--- src/rtl/uart_rx_pkg.sv ---
// Shared definitions for the UART receive frame timer: phase encodings and
// the minimum oversampling prescale the bit-centre sampler can work with.
package uart_rx_pkg;

  typedef enum logic [2:0] {
    PH_IDLE   = 3'd0,
    PH_START  = 3'd1,
    PH_DATA   = 3'd2,
    PH_PARITY = 3'd3,
    PH_STOP   = 3'd4
  } phase_e;

  // Three samples around p/2 plus a decision edge must fit before the bit wraps.
  localparam int MIN_PRESCALE = 6;

endpackage

--- src/rtl/uart_rx_sample_vote.sv ---
// Bit-centre sampler: captures rx_in at edges p/2-1 and p/2 and decides at p/2+1.
// UART_RX_MAJORITY_VOTE_EN selects a 2-of-3 vote; otherwise the p/2 sample wins.
module uart_rx_sample_vote #(
  parameter int CNT_W = 6
) (
  input  logic             rx_clk,
  input  logic             rst_n,
  input  logic             active,
  input  logic [CNT_W-1:0] cnt,
  input  logic [CNT_W-1:0] half,
  input  logic             rx_in,
  output logic             decide,
  output logic             bit_dec
);

  // sr[1] holds the p/2-1 sample, sr[0] the p/2 sample; the third is rx_in live.
  logic [1:0] sr;
  logic       sample_en;

  assign sample_en = active && ((cnt == half - 1'b1) || (cnt == half));

  always_ff @(posedge rx_clk or negedge rst_n) begin
    if (!rst_n) begin
      sr <= '0;
    end else if (sample_en) begin
      // NOTE: non-blocking so every flop updates from pre-edge values, avoiding order races.
      sr <= {sr[0], rx_in};
    end
  end

  always_comb begin
    decide = active && (cnt == half + 1'b1);
`ifdef UART_RX_MAJORITY_VOTE_EN
    bit_dec = (sr[1] & sr[0]) | (sr[1] & rx_in) | (sr[0] & rx_in);
`else
    bit_dec = sr[0];
`endif
  end

`ifndef UART_RX_MAJORITY_VOTE_EN
  logic unused_early_sample;
  assign unused_early_sample = sr[1];
`endif

endmodule

--- src/rtl/uart_rx_frame_timer.sv ---
// UART receive frame timer: tracks start/data/parity/stop bit timing on an
// oversampled line and reports each decided bit. Option: UART_RX_MAJORITY_VOTE_EN.
module uart_rx_frame_timer
  import uart_rx_pkg::*;
#(
  parameter int PRESCALE_W    = 6,
  parameter int MAX_DATA_BITS = 9
) (
  input  logic                  rx_clk,
  input  logic                  rst_n,
  input  logic                  enable,
  input  logic                  rx_in,
  input  logic [PRESCALE_W-1:0] prescale,
  input  logic [3:0]            cfg_data_bits,
  input  logic                  cfg_par_en,
  input  logic                  cfg_stop2,
  output logic                  bit_valid,
  output logic                  bit_value,
  output logic [3:0]            bit_index,
  output logic [2:0]            phase,
  output logic                  frame_done,
  output logic                  stop_err,
  output logic                  start_glitch
);

  localparam logic [PRESCALE_W-1:0] MIN_P  = PRESCALE_W'(MIN_PRESCALE);
  localparam logic [3:0]            MAX_NB = 4'(MAX_DATA_BITS);
  localparam logic [3:0]            MIN_NB = 4'd5;

  phase_e                state;
  logic [PRESCALE_W-1:0] cnt;
  logic [PRESCALE_W-1:0] p_lat;
  logic [PRESCALE_W-1:0] half;
  logic [PRESCALE_W-1:0] p_eff;
  logic [3:0]            nb_lat;
  logic [3:0]            nb_eff;
  logic [3:0]            data_idx;
  logic                  par_lat;
  logic                  stop2_lat;
  logic                  stop_idx;
  logic                  last_edge;
  logic                  decide;
  logic                  bit_dec;

  // Out-of-range settings are clamped once, at frame start, so a frame never
  // runs with a timing the sampler cannot support.
  assign p_eff  = (prescale < MIN_P) ? MIN_P : prescale;
  assign nb_eff = (cfg_data_bits < MIN_NB || cfg_data_bits > MAX_NB) ? MAX_NB : cfg_data_bits;

  assign half      = p_lat >> 1;
  assign last_edge = (cnt == p_lat - 1'b1);
  assign phase     = state;
  assign bit_index = data_idx;

  uart_rx_sample_vote #(
    .CNT_W(PRESCALE_W)
  ) u_vote (
    .rx_clk (rx_clk),
    .rst_n  (rst_n),
    .active (enable && (state != PH_IDLE)),
    .cnt    (cnt),
    .half   (half),
    .rx_in  (rx_in),
    .decide (decide),
    .bit_dec(bit_dec)
  );

  always_ff @(posedge rx_clk or negedge rst_n) begin
    if (!rst_n) begin
      state        <= PH_IDLE;
      cnt          <= '0;
      p_lat        <= '0;
      nb_lat       <= '0;
      par_lat      <= 1'b0;
      stop2_lat    <= 1'b0;
      data_idx     <= '0;
      stop_idx     <= 1'b0;
      bit_valid    <= 1'b0;
      bit_value    <= 1'b0;
      frame_done   <= 1'b0;
      stop_err     <= 1'b0;
      start_glitch <= 1'b0;
    end else begin
      bit_valid    <= 1'b0;
      frame_done   <= 1'b0;
      stop_err     <= 1'b0;
      start_glitch <= 1'b0;

      if (!enable) begin
        state     <= PH_IDLE;
        cnt       <= '0;
        data_idx  <= '0;
        stop_idx  <= 1'b0;
        bit_value <= 1'b0;
      end else if (state == PH_IDLE) begin
        if (!rx_in) begin
          state     <= PH_START;
          cnt       <= '0;
          p_lat     <= p_eff;
          nb_lat    <= nb_eff;
          par_lat   <= cfg_par_en;
          stop2_lat <= cfg_stop2;
          data_idx  <= '0;
          stop_idx  <= 1'b0;
        end
      end else begin
        cnt <= last_edge ? '0 : cnt + 1'b1;

        if (decide) begin
          if (state == PH_START && bit_dec) begin
            // A high start sample means the falling edge was noise: abandon quietly.
            start_glitch <= 1'b1;
            state        <= PH_IDLE;
            cnt          <= '0;
          end else begin
            bit_valid <= 1'b1;
            bit_value <= bit_dec;
            stop_err  <= (state == PH_STOP) && !bit_dec;
          end
        end

        if (last_edge) begin
          case (state)
            PH_START: begin
              state    <= PH_DATA;
              data_idx <= '0;
            end
            PH_DATA: begin
              if (data_idx == nb_lat - 4'd1) begin
                data_idx <= '0;
                stop_idx <= 1'b0;
                state    <= par_lat ? PH_PARITY : PH_STOP;
              end else begin
                data_idx <= data_idx + 4'd1;
              end
            end
            PH_PARITY: begin
              stop_idx <= 1'b0;
              state    <= PH_STOP;
            end
            PH_STOP: begin
              if (!stop2_lat || stop_idx) begin
                frame_done <= 1'b1;
                stop_idx   <= 1'b0;
                state      <= PH_IDLE;
              end else begin
                stop_idx <= 1'b1;
              end
            end
            default: state <= PH_IDLE;
          endcase
        end
      end
    end
  end

endmodule

--- config.mk ---
export PLATFORM = sky130hd
export DESIGN_NAME = uart_rx_frame_timer
export DESIGN_NICKNAME = d
export VERILOG_FILES = /design/src/rtl/uart_rx_pkg.sv /design/src/rtl/uart_rx_sample_vote.sv /design/src/rtl/uart_rx_frame_timer.sv
export SDC_FILE = /design/constraint.sdc
export NUM_CORES = 1
export LEC_CHECK = 0
export CORE_AREA = 2 2 83 85
export DETAILED_ROUTE_END_ITERATION = 10
export DIE_AREA = 0 0 85 87
export PLACE_DENSITY_LB_ADDON = 0.1
export SYNTH_ARGS = -nofsm -noshare
export SYNTH_HDL_FRONTEND = slang
export SYNTH_SLANG_ARGS = --single-unit
--- constraint.sdc ---
create_clock -name rx_clk -period 3.31 [get_ports rx_clk]
set_clock_uncertainty 0.2 [all_clocks]
set_input_delay 0.662 -clock rx_clk [delete_from_list [all_inputs] [get_ports rx_clk]]
set_output_delay 0.662 -clock rx_clk [all_outputs]
set_load 0.02 [all_outputs]
## Word level (Yosys, flattened, before mapping)

Cells that the tools add are included.
W data, S select, Z words.

| cells by class | value |
|---|---|
| reduce and logical (&&, ||, !) cells | 16 |
| multiplexer cells | 52 |
| add/subtract/negate cells | 6 |
| order comparisons | 3 |
| bitwise logic cells | 1 |
| equal/unequal tests | 17 |

Operators by type and width:

| cell | count |
|---|---|
| $mux W6 | 7 |
| $mux W1 | 27 |
| $mux W3 | 9 |
| $mux W4 | 6 |
| $eq A6 B6 Y1 | 3 |
| $pmux W3 S4 | 1 |
| $reduce_and A3 Y1 | 3 |
| $pmux W4 S2 | 1 |
| $add A5 B1 Y6 const B | 1 |
| $add A6 B1 Y6 const B | 1 |
| $eq A3 B2 Y1 const B | 2 |
| $eq A6 B5 Y1 | 1 |
| $lt A6 B3 Y1 const B | 1 |
| $sub A5 B1 Y6 const B | 1 |
| $sub A6 B1 Y6 const B | 1 |
| $logic_and A1 B1 Y1 | 5 |
| $ne A5 B1 Y1 const B | 1 |
| $add A4 B1 Y4 const B | 1 |
| $eq A4 B4 Y1 | 1 |
| $gt A4 B4 Y1 const B | 1 |
| $lt A4 B3 Y1 const B | 1 |
| $ne A2 B2 Y1 const B | 2 |
| $ne A4 B1 Y1 const B | 1 |
| $ne A4 B4 Y1 const B | 1 |
| other kinds (13) | 16 |

| word-level totals | value |
|---|---|
| bits of input ports | 16 |
| register bits after elaboration | 32 |
| output and inout port bits | 12 |

## Depth between registers and ports, before layout

Gate-level depths: netlist of run 1.

| logic depth | value |
|---|---|
| depth after elaboration | 9 |
| gate-level depth with buffers | 10 |
| depth with buffers taken out | 8 |

## Hierarchy

A second synthesis of run 1 with hierarchy kept.

| unflattened totals | value |
|---|---|
| cells, all modules | 254 |
| area total of the unflattened synthesis | 2174.6 um2 |

Modules (own cells, without submodules):

| module | times used | area each (um2) | sequential area each (um2) | cells each |
|---|---|---|---|---|
| uart_rx_frame_timer | 1 | 1811.7 | 775.7 | 205 |
| uart_rx_sample_vote | 1 | 362.8 | 25.0 | 49 |

## Least setup slack after synthesis of run 1

OpenSTA, ideal clock, no wires.

| timing path | value |
|---|---|
| path type | reg2reg |
| start | register p_lat[2] |
| end | register state[1] (netlist: phase[1]) |
| cell stages (with the launch flop) | 11 |
| library setup time | 0.119 ns |
| slack | 0.620 ns |
| buffers on the path | 2 |
| required time | 2.991 ns |
| data arrival time | 2.371 ns |
| cell sequence | dfrtp_1 > clkbuf_1 > inv_1 > ha_1 > nor4b_4 > xnor2_1 > nor4_4 > and2_1 > clkbuf_1 > mux2_2 > o21a_1 |

| between the ends | value |
|---|---|
| cells in the longest elaborated chain, start to end | 9 |
| elaborated cells on any way between the ends | 12 |
| classes of those cells | add/sub: 2; eq/ne: 2; mux: 7; reduce/logical: 1 |

RTL lines:

| item | RTL line | RTL |
|---|---|---|
| start, declared | uart_rx_frame_timer.sv:32 | `logic [PRESCALE_W-1:0] p_lat;` |
| start signal, assigned | uart_rx_frame_timer.sv:99 | `p_lat <= p_eff;` |
| $add A5 B1 Y6 | uart_rx_sample_vote.sv:32 | `decide = active && (cnt == half + 1'b1);` |
| $eq A6 B6 Y1 | uart_rx_sample_vote.sv:32 |  |
| $logic_and A1 B1 Y1 | uart_rx_sample_vote.sv:32 |  |
| $mux W3 | uart_rx_frame_timer.sv:109 | `if (decide) begin` |
| $mux W3 (on tied branches) | uart_rx_frame_timer.sv:142, uart_rx_frame_timer.sv:129 |  |
| $pmux W3 S4 | uart_rx_frame_timer.sv:123 | `case (state)` |
| $mux W3 * | uart_rx_frame_timer.sv:122 | `if (last_edge) begin` |
| $mux W3 * | uart_rx_frame_timer.sv:95 | `end else if (state == PH_IDLE) begin` |
| $mux W3 * | uart_rx_frame_timer.sv:89 | `if (!enable) begin` |
| end signal, assigned | uart_rx_frame_timer.sv:132 | `state <= par_lat ? PH_PARITY : PH_STOP;` |
| end, declared | uart_rx_frame_timer.sv:30 | `phase_e state;` |

Mark *: on every way between the ends. The rest lies on a longest branch, timed or not.
A chain may end at the register's enable or synchronous reset.

## Worst setup path after layout of run 1

| timing path | value |
|---|---|
| start | register nb_lat[0] |
| end | register stop_idx |

| between the ends | value |
|---|---|
| cells in the longest elaborated chain, start to end | 4 |

RTL lines:

| item | RTL line | RTL |
|---|---|---|
| start, declared | uart_rx_frame_timer.sv:35 | `logic [3:0] nb_lat;` |
| start signal, assigned | uart_rx_frame_timer.sv:100 | `nb_lat <= nb_eff;` |
| $sub A4 B1 Y4 | uart_rx_frame_timer.sv:129 | `if (data_idx == nb_lat - 4'd1) begin` |
| $eq A4 B4 Y1 | uart_rx_frame_timer.sv:129 |  |
| $ne A4 B4 Y1 (no source line) | - |  |
| $reduce_and A4 Y1 (no source line) | - |  |
| end signal, assigned | uart_rx_frame_timer.sv:131 | `stop_idx <= 1'b0;` |
| end signal, assigned | uart_rx_frame_timer.sv:138 | `stop_idx <= 1'b0;` |
| end signal, assigned | uart_rx_frame_timer.sv:144 | `stop_idx <= 1'b0;` |
| end, declared | uart_rx_frame_timer.sv:40 | `logic stop_idx;` |

No other way between the ends.

==> qor.csv, run 1 <==
metric,value,unit
top_reg_cell synth,dfrtp_1,
gr ovfl total,0,
drt pass-1 iters,4,
die area,7400,µm²
Vias/cell,5.14,
# setup viols final,0,
biggest area consumer among synthesized cells,dfrtp_1,
R2R Path End,stop_idx,
VDD IR-drop max,193,µV
Die X,85,µm
hold_sp,stop2_lat,
Post-DP HPWL,3750,µm
Final min period,2730,ps
DR WL/cell,14.0,µm
global-route wire length before repair,8490,µm
Sink Count,32,
drt total wl,4960,µm
fill cell count,658,
Post-synth top cells,"dfrtp_1 (32), nand2_1 (31), o21ai_0 (15)",
H-tree levels,2,
"Slew Viols, Final",0,
Critical Path AT,2690,ps
cell area after synthesis,2190,µm²
Crit Reg-Reg Startpoint,nb_lat[0],
CP Class,reg2reg,
Mean Syn Cell Area,8.74,µm²
core region area,6570,µm²
IO Port Bufs,27,
status,finished clean,
Die Y,87,µm
routability cong.,0.848,
Iteration-0 DRC Markers,127,
Yosys top cell area share,36.5,%
clock slew at reported path FFs,60,ps
post-cts resize count,0,
Hold Fails Final Rpt,0,
cts hold-fix bufs,0,
Placed Instance Area,2530,µm²
n_diodes,0,
register bit count reported by yosys,32,
RSZ-0062 raised after global routing,no,
Num CTS Buffers,5,
Initial Util,33.4,%
FMAX,367,MHz
Netlist cell types,51,
Static Leakage,1.08,nW
FF-to-FF setup slack,580,ps
detailed-route DRC error count,0,
vias in the first global route,1724,
"Seq/Total Area, Yosys",36.5,%
initial antenna violation count,0,
dominant cells by area after synthesis,"dfrtp_1 (36%), nand2_1 (5.3%), xnor2_1 (5.2%)",
area grow syn2layout,19.6,%
Critical Path RT,3280,ps
Post-CTS Setup Inserts,0,
I/O pins,28,
Clock Path Buffers,2,
DR vias,1823,
ys async rst share,100,%
CTS Root Cell,clkbuf_8,
Yosys warnings,0,
number of synthesized flops with an enable pin,0,
gr usage total,14.5,%
Rel. slew slack,61.6,%
measured slew at the worst slew-check pin,562,ps
CP Max Fanout,5,
Finished Cell Area,2620,µm²
Sum Neg Setup Slack,0,ps
Post-Synthesis Cells,251,
Worst Hold End,stop2_lat,
clock latency on the worst-skew pair,280,ps
CTS tree,yes,
PD cells,472,nW/µm²
row cnt,30,
antenna-violating nets left,0,
fin crit share,82.4,%
Nets,296,
worst r2r path cells,8,
Worst setup SP type,flip-flop,
Post-Syn Nets,273,
layout cell share with drive strength beyond 1,8.36,%
Critical Path End Type,flip-flop,
type of the tightest min-delay check,reg2reg,
most numerous cell in the Yosys netlist,dfrtp_1,
Hold Path Depth,2,
largest net degree at the start of global routing,33,
Max Cap Viol,0,
final core utilization,39.9,%
==> flip-flops by register name, indices dropped and copies added, names as in the netlist <==
| register | flops |
|---|---|
| cnt | 6 |
| p_lat | 6 |
| bit_index | 4 |
| nb_lat | 4 |
| phase | 3 |
| bit_valid | 1 |
| bit_value | 1 |
| frame_done | 1 |
| par_lat | 1 |
| start_glitch | 1 |
| stop2_lat | 1 |
| stop_err | 1 |
| stop_idx | 1 |
| u_vote.sr | 1 |
==> final cells by class <==
cell class	instances	area (µm²)	share of cell area, %
clock buffer	6	82.6	3.15
clock inverter	2	10.0	0.381
inverter	12	45.0	1.72
multi-input combinational	189	1260	48.1
sequential	32	801	30.5
tap	80	100	3.81
timing repair buffer	34	323	12.3
==> metal layers <==
metal	up-vias	part of all wire [%]	global-route usage [%]
met2	28	45	22.9
met1	865	50	19.8
met4	0	1.3	5.19
met3	5	3.3	2.94
met5	-	0	0
li1	925	-	-
==> worst max-delay path by stage <==
stage | slack, ps | from | end
floorplan | 620 | p_lat[2] | phase[1]
global placement | 510 | enable | cnt[2]
detailed placement | 490 | enable | cnt[2]
CTS | 590 | nb_lat[0] | stop_idx
global route | 370 | nb_lat[0] | stop_idx
finish | 580 | nb_lat[0] | stop_idx
==> layout by cell type, fill, tap and decap left out, types with 2 or more instances in the layout <==
| cell type | synthesis | final |
|---|---|---|
| a211oi_1 | 2 | 2 |
| a21oi_1 | 5 | 5 |
| a31oi_1 | 3 | 3 |
| and2_1 | 3 | 3 |
| buf_4 | 0 | 7 |
| clkbuf_8 | 0 | 6 |
| clkdlybuf4s50_1 | 0 | 27 |
| clkinv_2 | 0 | 2 |
| dfrtp_1 | 32 | 32 |
| ha_1 | 6 | 6 |
| inv_1 | 12 | 12 |
| mux2_2 | 3 | 3 |
| nand2_1 | 31 | 31 |
| nand2b_1 | 8 | 8 |
| nand3_1 | 14 | 14 |
| nand3b_1 | 4 | 4 |
| nand4_1 | 2 | 2 |
| nand4b_1 | 2 | 2 |
| nor2_1 | 13 | 13 |
| nor2b_1 | 2 | 2 |
| nor3_1 | 8 | 8 |
| nor3b_1 | 3 | 3 |
| nor4_1 | 2 | 2 |
| nor4b_1 | 3 | 3 |
| o21ai_0 | 15 | 15 |
| o21ai_1 | 2 | 2 |
| o22a_1 | 2 | 2 |
| o31a_1 | 2 | 2 |
| o41ai_1 | 3 | 3 |
| or3_1 | 4 | 4 |
| or4b_1 | 2 | 2 |
| xnor2_1 | 13 | 13 |
| xor2_1 | 13 | 13 |
==> per-stage QoR <==
step	hold slack [ps]	setup slack (ps)	power [W]	instances
2_1_floorplan	166	620	0.000827	251
3_3_place_gp	272	513	0.000939	347
3_5_place_dp	284	493	0.000939	347
4_1_cts	301	590	0.00125	355
5_1_grt	331	366	0.00133	355
6_report	287	583	0.00124	355
==> worst max-delay path, stage by stage, from the launching register on <==
cell and delay (ps):
dfrtp_1 400, inv_1 90, ha_1 150, xor3_1 400, nor3_1 390, a21oi_1 170, and2_1 250, nor3_1 210
mux2_2 350
==> logic make-up (layout without fill, tap and decap cells) <==
| logic type | count (synthesis) | in the layout | synth area share [%] |
|---|---|---|---|
| simple gates | 109 | 109 | 28.0 |
| buf+inv | 30 | 54 | 5.99 |
| compound gates | 44 | 44 | 13.1 |
| mux | 3 | 3 | 1.54 |
| fa+ha+maj | 6 | 6 | 3.42 |
| flops | 32 | 32 | 36.5 |
| xor+xnor | 27 | 27 | 11.5 |
==> where the power goes <==
part | internal, W | switching (W)
clock network | 0.000166 | 0.000143
registers | 0.000432 | 0.0000666
logic | 0.000201 | 0.000231
total | 0.000799 | 0.000440
(Power assumes the default switching activity.)
==> run 2: changes to the inputs <==
- clock period: 3.31 -> 2.8 ns (I/O delays scaled with it)
==> qor.csv, run 2 (synthesized netlist as in run 1, its figures left out) <==
metric,value,unit
post-cts resize count,0,
area grow syn2layout,21.8,%
Initial Util,33.4,%
R2R Path End,stop_idx,
Nets,302,
Rel. slew slack,61.9,%
Finished Cell Area,2670,µm²
worst r2r path cells,8,
CP Max Fanout,5,
Clock Path Buffers,2,
largest net degree at the start of global routing,33,
combinational share of power,34.6,%
global-route wire length before repair,8810,µm
Worst setup SP type,flip-flop,
n_diodes,0,
routability cong.,0.816,
gr ovfl total,0,
CTS tree,yes,
clock slew at reported path FFs,70,ps
cts hold-fix bufs,0,
PD cells,559,nW/µm²
Placed Instance Area,2580,µm²
"commonest non-fill, non-tap cell in the layout",dfrtp_1,
Final min period,2540,ps
FMAX,393,MHz
Num CTS Buffers,5,
Vias/cell,5.07,
Sum Neg Setup Slack,0,ps
measured slew at the worst slew-check pin,558,ps
CP Class,reg2reg,
"Top cell by count, worst path",nor3_1,
Critical Path RT,2770,ps
Flop pwr share,39.9,%
"Slew Viols, Final",0,
Post-DP HPWL,3860,µm
VDD IR-drop max,295,µV
CP cell instances,"inv_1, ha_1, xor3_1, nor3_1, a21oi_1, and2_1, nor3_1, mux2_2",
row cnt,30,
drt total wl,5090,µm
Top Registers,"cnt x6, p_lat x6",
Hold Fails Final Rpt,0,
Hold Path Depth,2,
fin crit share,90.9,%
H-tree levels,2,
I/O pins,28,
status,finished clean,
CTS Root Cell,clkbuf_8,
CP peak stage delay,410,ps
switching share of power,34.5,%
core region area,6570,µm²
Die Y,87,µm
RSZ-0062 raised after global routing,no,
hold_sp,stop2_lat,
vias in the first global route,1770,
clock latency on the worst-skew pair,280,ps
Sink Count,32,
# setup viols final,0,
Internal,0.000979,W
Psw,0.000515,W
Die X,85,µm
gr usage total,15.0,%
Clock Power Share,25.6,%
Crit Reg-Reg Startpoint,nb_lat[0],
DR vias,1825,
Static Leakage,1.11,nW
initial antenna violation count,0,
type of the tightest min-delay check,reg2reg,
Critical Path AT,2510,ps
Iteration-0 DRC Markers,87,
Post-CTS Setup Inserts,0,
most frequent cells in the layout,"dfrtp_1 (32), nand2_1 (31), clkdlybuf4s50_1 (27)",
Critical Path End Type,flip-flop,
Worst Hold End,stop2_lat,
IO Port Bufs,27,
layout cell share with drive strength beyond 1,10.0,%
Hold WS,301,ps
FF-to-FF setup slack,260,ps
Max Cap Viol,0,
drt pass-1 iters,4,
Crit. Startpoint,nb_lat[0],
antenna-violating nets left,0,
detailed-route DRC error count,0,
DR WL/cell,14.1,µm
CP max-delay cell,dfrtp_1,
die area,7400,µm²
-- run 2: changes by cell type in the layout (fill, tap and decap cells not counted), sizes merged --
cell    before  now
clkinv       2    0
clkbuf       6    7
buf          7   13
-- run 2: final cells by class --
type                    count  area (µm²)
inverters                  12        45.0
clock buffers               7        96.3
flip-flops and latches     32         801
well taps                  80         100
repair buffers             40         368
multi-input cells         189        1260
fillers                   678        3900
-- run 2: worst max-delay path by stage --
stage	slack [ps]	endpoint	depth (start not counted)
floorplan	110	phase[1]	10
global placement	200	cnt[2]	8
detailed placement	170	cnt[4]	8
CTS	190	phase[2]	8
global route	20	stop_idx	8
finish	260	stop_idx	8
-- run 2: worst max-delay path, delay by kind of cell (launching register included) --
| family | cells | cell delay (ps) |
|---|---|---|
| buffers and inverters | 1 | 90 |
| DFF | 1 | 410 |
| and+or+nand+nor | 3 | 710 |
| AOI/OAI and AO/OA | 1 | 150 |
| xor gates and xnor gates | 1 | 390 |
| muxes | 1 | 350 |
| adders and majority gates | 1 | 150 |
-- run 2: routing by layer --
metal | part of all wire (%) | track usage (%) | up-vias
li1 | - | - | 934
met3 | 3.1 | 3.13 | 2
met4 | 0.67 | 3.90 | 0
met5 | 0 | 0 | -
met1 | 51 | 20.8 | 858
met2 | 45 | 23.9 | 31
-- run 2: power groups by stage --
stage               Clock, W  Sequential, W  Combinational (W)
floorplan                  0       0.000562           0.000416
global placement           0       0.000606           0.000518
detailed placement         0       0.000606           0.000519
CTS                 0.000400       0.000597           0.000522
global route        0.000416       0.000609           0.000582
finish              0.000382       0.000596           0.000517
-- run 2: per-stage QoR --
stage	power, W	util, %	instances	worst slack, ps
2_1_floorplan	0.000978	-	251	110
3_3_place_gp	0.00112	39.2	353	201
3_5_place_dp	0.00112	39.2	353	175
4_1_cts	0.00152	40.7	360	186
5_1_grt	0.00161	40.7	360	20.6
6_report	0.00149	40.7	360	255
==> run 3: changes to the inputs <==
- CORE_AREA: 2 2 83 85 -> 2 2 73 75
- DIE_AREA: 0 0 85 87 -> 0 0 75 77
==> qor.csv, run 3 (synthesized netlist as in run 1, its figures left out) <==
metric,value,unit
largest net degree at the start of global routing,33,
n_diodes,0,
post-cts resize count,0,
Static Leakage,1.12,nW
IO Port Bufs,27,
status,finished clean,
R2R Path End,phase[2],
FMAX,389,MHz
gr usage total,18.9,%
DR vias,1856,
Hold Path Depth,1,
type of the tightest min-delay check,reg2reg,
FF-to-FF setup slack,230,ps
antenna-violating nets left,0,
layout cell share with drive strength beyond 1,10.2,%
Top Registers,"cnt x6, p_lat x6",
global-route wire length before repair,8310,µm
fin crit share,91.9,%
RSZ-0062 raised after global routing,no,
Sink Count,32,
Critical Path RT,2810,ps
measured slew at the worst slew-check pin,568,ps
most frequent cells in the layout,"dfrtp_1 (32), nand2_1 (31), clkdlybuf4s50_1 (27)",
Overall Power,0.00148,W
die area,5780,µm²
"commonest non-fill, non-tap cell in the layout",dfrtp_1,
core region area,4980,µm²
"Slew Viols, Final",0,
DR WL/cell,14.0,µm
CTS tree,yes,
PD cells,555,nW/µm²
VDD IR-drop max,300,µV
Final min period,2570,ps
combinational share of power,35.0,%
Post-CTS Setup Inserts,0,
Iteration-0 DRC Markers,104,
Hold Fails Final Rpt,0,
switching share of power,35.0,%
drt total wl,4960,µm
CP Max Fanout,6,
Clock Power Share,24.9,%
Critical Path End Type,flip-flop,
drt pass-1 iters,4,
# setup viols final,0,
routability cong.,0.823,
Crit Reg-Reg Startpoint,p_lat[1],
clock latency on the worst-skew pair,280,ps
hold_sp,stop_idx,
Post-DP HPWL,3690,µm
area grow syn2layout,21.6,%
Internal,0.000964,W
Psw,0.000519,W
cts hold-fix bufs,0,
Nets,304,
Flop pwr share,40.0,%
row cnt,26,
detailed-route DRC error count,0,
Die X,75,µm
vias in the first global route,1730,
clock slew at reported path FFs,70,ps
H-tree levels,2,
worst r2r path cells,8,
Clock Path Buffers,2,
Vias/cell,5.26,
Worst setup SP type,flip-flop,
initial antenna violation count,0,
gr ovfl total,0,
Max Cap Viol,0,
CTS Root Cell,clkbuf_8,
Num CTS Buffers,5,
Initial Util,44.1,%
Die Y,77,µm
CP Class,reg2reg,
I/O pins,28,
Rel. slew slack,61.2,%
Sum Neg Setup Slack,0,ps
Critical Path AT,2580,ps
Worst Hold End,stop_idx,
run 3: cell types whose count changed in the layout (fill, tap and decap cells not counted):
cell,previous run,this run
buf_4,13,15
clkbuf_8,7,6
clkbuf_1,0,2
run 3: per-stage QoR:
step / setup WS, ps / hold WS (ps) / cell area [µm²] / cells / utilization, %
after floorplan: 110 / 64.4 / 2190 / 251 / -
after global placement: 256 / 283 / 2580 / 345 / 51.8
after detailed placement: 229 / 287 / 2580 / 345 / 51.8
after CTS: 204 / 303 / 2670 / 353 / 53.6
after global routing: 2.38 / 341 / 2670 / 353 / 53.6
final: 228 / 298 / 2670 / 353 / 53.6
run 3: how the worst max path moves through the flow:
stage / from / end / slack [ps] / cells past startpoint
final: p_lat[1] / phase[2] / 230 / 8
after global routing: p_lat[1] / phase[2] / 2 / 8
after CTS: p_lat[1] / bit_index[3] / 200 / 8
after detailed placement: p_lat[1] / bit_index[3] / 230 / 8
after global placement: enable / cnt[2] / 260 / 8
after floorplan: p_lat[2] / phase[1] / 110 / 10
run 3: power groups by stage:
stage / Clock [W] / Combinational [W] / Sequential (W)
global placement: 0 / 0.000514 / 0.000601
finish: 0.000370 / 0.000519 / 0.000594
CTS: 0.000379 / 0.000521 / 0.000594
floorplan: 0 / 0.000416 / 0.000562
global route: 0.000400 / 0.000581 / 0.000604
detailed placement: 0 / 0.000518 / 0.000603
run 3: critical path, cell delays in order, from the launching register on:
cell	delay (ps)
dfrtp_1	440
inv_1	120
ha_1	230
nor4b_4	220
xnor2_1	130
nor4_4	390
nand2_1	110
or4b_1	500
a21oi_1	160
run 3: layout make-up:
cell class | instances | area (µm²)
Sequential cell | 32 | 801
Clock buffer | 8 | 90.1
Timing Repair Buffer | 42 | 383
Inverter | 12 | 45.0
Fill cell | 486 | 2310
Tap cell | 70 | 87.6
Multi-Input combinational cell | 189 | 1260
run 3: metal layers:
layer / wire [µm] / vias to the layer above / GRT usage (%)
met5: 0 / - / 0
met4: 28 / 0 / 4.82
met3: 183 / 2 / 4.34
met2: 2250 / 34 / 27.8
met1: 2500 / 882 / 27.6
li1: - / 938 / -
